File: src/rtl/div_ctrl.sv
// Execute-stage sequencer wrapping a combinational unsigned divider: takes RISC-V
// DIV/DIVU/REM/REMU, feeds magnitudes, waits a settle window, then fixes signs.
module div_ctrl #(
  parameter int XLEN          = 32,
  parameter int SETTLE_CYCLES = 4,
  parameter int TAG_W         = 5
) (
  input  logic             clk,
  input  logic             rst_n,
  input  logic             flush,
  input  logic             in_valid,
  output logic             in_ready,
  input  logic [1:0]       in_op,
  input  logic [XLEN-1:0]  in_rs1,
  input  logic [XLEN-1:0]  in_rs2,
  input  logic [TAG_W-1:0] in_tag,
  output logic [XLEN-1:0]  div_dividend,
  output logic [XLEN-1:0]  div_divisor,
  input  logic [XLEN-1:0]  div_quotient,
  input  logic [XLEN-1:0]  div_remainder,
  output logic             out_valid,
  input  logic             out_ready,
  output logic [XLEN-1:0]  out_result,
  output logic [TAG_W-1:0] out_tag
);

  localparam logic [1:0] S_IDLE = 2'd0;
  localparam logic [1:0] S_CALC = 2'd1;
  localparam logic [1:0] S_DONE = 2'd2;

  localparam int CNT_W = (SETTLE_CYCLES > 1) ? $clog2(SETTLE_CYCLES) : 1;
  localparam logic [CNT_W-1:0] CNT_INIT = CNT_W'(SETTLE_CYCLES - 1);
  localparam logic [XLEN-1:0]  INT_MIN  = {1'b1, {(XLEN-1){1'b0}}};

  logic [1:0]       state_q, state_d;
  logic [CNT_W-1:0] cnt_q, cnt_d;
  logic [1:0]       op_q, op_d;
  logic [TAG_W-1:0] tag_q, tag_d;
  logic             sign_a_q, sign_a_d, sign_b_q, sign_b_d;
  logic [XLEN-1:0]  dvd_q, dvd_d, dvs_q, dvs_d;
  logic [XLEN-1:0]  res_q, res_d;

  // op[0] = unsigned, op[1] = remainder
  logic            in_signed, in_rem, in_sa, in_sb, in_div0, in_ovf;
  logic [XLEN-1:0] in_mag_a, in_mag_b, in_special, fix_res;

  always_comb begin
    in_signed  = ~in_op[0];
    in_rem     = in_op[1];
    in_sa      = in_signed & in_rs1[XLEN-1];
    in_sb      = in_signed & in_rs2[XLEN-1];
    in_mag_a   = in_sa ? (XLEN'(0) - in_rs1) : in_rs1;
    in_mag_b   = in_sb ? (XLEN'(0) - in_rs2) : in_rs2;
    in_div0    = (in_rs2 == '0);
    in_ovf     = in_signed && (in_rs1 == INT_MIN) && (in_rs2 == '1);
    if (in_div0) in_special = in_rem ? in_rs1 : '1;
    else         in_special = in_rem ? '0 : INT_MIN;
  end

  // Sign flags are zero for unsigned ops, so the same negate rule covers all four.
  always_comb begin
    if (op_q[1]) fix_res = sign_a_q ? (XLEN'(0) - div_remainder) : div_remainder;
    else         fix_res = (sign_a_q ^ sign_b_q) ? (XLEN'(0) - div_quotient) : div_quotient;
  end

  always_comb begin
    state_d  = state_q;
    cnt_d    = cnt_q;
    op_d     = op_q;
    tag_d    = tag_q;
    sign_a_d = sign_a_q;
    sign_b_d = sign_b_q;
    dvd_d    = dvd_q;
    dvs_d    = dvs_q;
    res_d    = res_q;
    case (state_q)
      S_IDLE: begin
        if (in_valid) begin
          op_d     = in_op;
          tag_d    = in_tag;
          sign_a_d = in_sa;
          sign_b_d = in_sb;
          dvd_d    = in_mag_a;
          dvs_d    = in_mag_b;
          if (in_div0 || in_ovf) begin
            res_d   = in_special;
            state_d = S_DONE;
          end else begin
            cnt_d   = CNT_INIT;
            state_d = S_CALC;
          end
        end
      end
      S_CALC: begin
        if (cnt_q == '0) begin
          res_d   = fix_res;
          state_d = S_DONE;
        end else begin
          cnt_d = cnt_q - 1'b1;
        end
      end
      S_DONE: if (out_ready) state_d = S_IDLE;
      default: state_d = S_IDLE;
    endcase
    if (flush) begin
      state_d = S_IDLE;
      cnt_d   = '0;
    end
  end

  always_ff @(posedge clk or negedge rst_n) begin
    if (!rst_n) begin
      state_q  <= S_IDLE;
      cnt_q    <= '0;
      op_q     <= '0;
      tag_q    <= '0;
      sign_a_q <= 1'b0;
      sign_b_q <= 1'b0;
      dvd_q    <= '0;
      dvs_q    <= '0;
      res_q    <= '0;
    end else begin
      state_q  <= state_d;
      cnt_q    <= cnt_d;
      op_q     <= op_d;
      tag_q    <= tag_d;
      sign_a_q <= sign_a_d;
      sign_b_q <= sign_b_d;
      dvd_q    <= dvd_d;
      dvs_q    <= dvs_d;
      res_q    <= res_d;
    end
  end

  assign in_ready     = (state_q == S_IDLE);
  assign out_valid    = (state_q == S_DONE);
  assign div_dividend = dvd_q;
  assign div_divisor  = dvs_q;
  assign out_result   = res_q;
  assign out_tag      = tag_q;

endmodule

File: config.mk
export PLATFORM = sky130hd
export DESIGN_NAME = div_ctrl
export DESIGN_NICKNAME = d
export VERILOG_FILES = /design/src/rtl/div_ctrl.sv
export SDC_FILE = /design/constraint.sdc
export NUM_CORES = 1
export LEC_CHECK = 0
export CELL_PAD_IN_SITES_DETAIL_PLACEMENT = 1
export CELL_PAD_IN_SITES_GLOBAL_PLACEMENT = 1
export CORE_MARGIN = 4
export CORE_UTILIZATION = 37
export CTS_CLUSTER_DIAMETER = 40
export DETAILED_ROUTE_END_ITERATION = 16
export GPL_TIMING_DRIVEN = 0
export PLACE_DENSITY_LB_ADDON = 0.15
export SYNTH_ARGS = -nofsm -noshare
export SYNTH_HDL_FRONTEND = slang
export SYNTH_SLANG_ARGS = --single-unit
File: constraint.sdc
create_clock -name clk -period 4.6 [get_ports clk]
set_input_delay 0.92 -clock clk [delete_from_list [all_inputs] [get_ports clk]]
set_output_delay 0.92 -clock clk [all_outputs]
set_load 0.02 [all_outputs]
==> impl_metrics.ini <==
[sta]
timing.fmax_ghz = 0.251
setup_viol = 0
period_needed_ns = 3.98
fin_hold_ws_ns = 0.465
timing.slew.headroom_pct = 23.8
drv_slew = 0
fin_crit_sh_pct = 86.6
rsz0062_at_grt = false
worst_slack_ns = 0.617
skew_ns = 0.0118
hold_viol = 0
tightest_slew_ns = 1.13

[setup_path]
worstReg2RegEnd = out_result[28]
path_buf_inv = 2
r2r_setup_slack_ns = 1.95
critPathSlowestCell = nor4_1
crit_type = in2reg
cp_top_family = simple AND/OR/NAND/NOR gates
worstPathMaxFanout = 10
cp.required_ns = 4.84
path_cells = clkdlybuf4s50_1, ha_1, nand4_1, nor4_1, nand3_1, nor3_2, nor2_2, clkbuf_1, a32o_1
critPathMaxStageDelay_ns = 0.91
cp-startpoint = in_rs2[1]
start_kind = input port
cp.arrival_ns = 4.23
rr_startpoint = state_q[0]
endpoint_kind = flip-flop
crit_end = out_result[28]
cp_num_cells = 9
rr_worst_depth = 8

[yosys]
synthMuxAreaShare_pct = 1.72
synth_compound_area_share_pct = 21.5
synthSimpleGateAreaFrac_pct = 23.2
syn-cell-area_um2 = 7570
synth.distinct_cells = 65
synth.area.top_cells = dfrtp_1 (36%), xor2_1 (8.9%), nand2_1 (6.9%)
syn_nets = 1062
synth_area_per_cell_um2 = 8.27
ys_seq_area_share_pct = 35.7
synth_top_family_by_area = simple AND/OR/NAND/NOR gates
synthArstFlopShare_pct = 100
netlist.area_leader.share_pct = 35.7
synth-xor-area-share_pct = 13.6
synth_warnings = 0
synth_seq_cells = 108
synth_edf_count = 0
synth_area_leader_cell = dfrtp_1
synth-main-ff-cell = dfrtp_1
synth_cells = 916
yosys.area_share.adder_pct = 0.991

[detailed_routing]
routedWlPerCell_um = 21.4
dr.first_iter.drc_count = 522
vias_per_cell = 5.65
drc = 0
final_antenna_net_count = 0
wirelength_mm = 30.9
vias = 8154
first_pass_iters = 5

[floorplanning]
fp.dieArea_um2 = 22800
initial_core_util_pct = 37.5
fp.dieH_um = 151
num_rows = 52
ioPinCount = 243
die_w_um = 151
core-area_um2 = 20200

[pwr]
leakage_nw = 3.99
max-vdd-ir-drop_uv = 198
power_density_nw_per_um2 = 375

[placement]
port_buffers = 242
placed_cell_area_um2 = 10400
place_congestion = 0.942
placed_cells = 1429
preCtsSetupSlack_ns = 0.338
dpl.hpwl_mm = 25.0

[finish]
nFillCells = 2480
final_layout_size_suffix_gt1_share_pct = 3.75
syn_to_final_growth_pct = 40.6
insertedDiodeCount = 0
design_area_um2 = 10600
fin_nets = 1316
final_core_util_pct = 52.8
stdcell_count = 1444

[cts]
clk_pin_slew_ns = 0.08
cts_made_buffers = 9
cts_hold_buf = 0
cts_sinks = 108
cts_root_buffer = clkbuf_16
cts_tree = done
ctsResizeCount = 0
clockBufferDepth = 2
clkLatencyLatePin_ns = 0.36
postCtsSetupRepairBufs = 0
htreeDepth = 3

[run_status]
status = completed

[min_path]
min_path_type = in2async

[global_route]
grt_overflow = 0
antenna_found_initial = 0
grt_pass1_vias = 8247
track_usage_pct = 26.7
grt_pass1_wl_mm = 47.1
grt_max_degree = 67

[job]
maxCapViolCount = 0
[how the worst min path moves through the flow]
| stage | from | depth (start not counted) | slack (ns) | to |
|---|---|---|---|---|
| 2_1_floorplan | state_q[1] | 1 | 0.50 | state_q[0] |
| 3_3_place_gp | out_tag[0] | 2 | 0.46 | out_tag[0] |
| 3_5_place_dp | out_tag[2] | 2 | 0.46 | out_tag[2] |
| 4_1_cts | rst_n | 1 | 0.47 | div_dividend[24] |
| 5_1_grt | rst_n | 1 | 0.49 | div_dividend[24] |
| 6_report | rst_n | 1 | 0.46 | div_dividend[24] |
[layout by cell type, fill, tap and decap left out, types with 19 or more instances in the layout]
master,n
a21oi_1,31
o31ai_1,23
dfrtp_1,108
o21ai_0,103
nand2_1,139
xor2_1,77
nor2_1,62
clkdlybuf4s50_1,241
nor3_1,21
o41ai_1,20
nand4_1,19
nor4_1,19
xnor2_1,41
nand3_1,25
clkbuf_1,39
[metrics by stage]
stage	TNS [ns]	power [mW]
5_1_grt	0	4.21
2_1_floorplan	0	2.26
3_5_place_dp	0	3.24
4_1_cts	0	4.02
6_report	0	3.99
3_3_place_gp	-193.13	3.18
[routing by layer]
layer / GRT usage (%) / vias up / wire (um)
met4: 5.35 / 0 / 425
met2: 43.7 / 284 / 14600
met1: 37.5 / 4007 / 14100
li1: - / 3840 / -
met3: 4.13 / 23 / 1820
met5: 0 / - / 0
[cell type report]
class,instances,area [um2],share of cell area [%]
Sequential cell,108,2700,25.4
Clock buffer,10,239,2.24
Clock inverter,5,46.3,0.435
Timing Repair Buffer,243,2450,23.0
Inverter,17,63.8,0.599
Multi-Input combinational cell,745,4620,43.4
Buffer,46,184,1.73
Tap cell,270,338,3.17
[cell usage after synthesis, types with 3 or more instances]
cell,count
nand2_1,139
dfrtp_1,108
o21ai_0,103
xor2_1,77
nor2_1,62
xnor2_1,41
clkbuf_1,39
a21oi_1,31
nand3_1,25
o31ai_1,23
nor3_1,21
o41ai_1,20
nand4_1,19
nor4_1,19
inv_1,17
nand2b_1,14
or3_1,13
a31oi_1,11
a32o_1,10
nor2b_1,10
or4_1,10
o211ai_1,8
mux2_2,7
ha_1,6
o22ai_1,6
nor3b_1,5
a211oi_1,4
a221o_1,4
a22o_1,4
mux2i_1,4
o221ai_1,4
a41oi_1,3
buf_1,3
buf_2,3
or2_2,3
[flip-flops by register name, indices dropped and copies added (netlist names)]
signal	flops
op_q	1
out_tag	5
div_dividend	32
sign_a_q	1
out_result	32
sign_b_q	1
div_divisor	32
cnt_q	2
state_q	2
[kinds of logic after synthesis]
family,Yosys count
compound gates,251
xor+xnor,118
fa+ha+maj,6
buf+inv,63
flops,108
mux,12
simple gates,358
[power by group]
group | internal [mW] | switching (mW) | total (mW)
Clock | 0.389 | 0.383 | 0.772
Sequential | 1.20 | 0.160 | 1.36
Combinational | 0.842 | 1.02 | 1.86
Note: power is estimated with default switching activity, not from simulation.
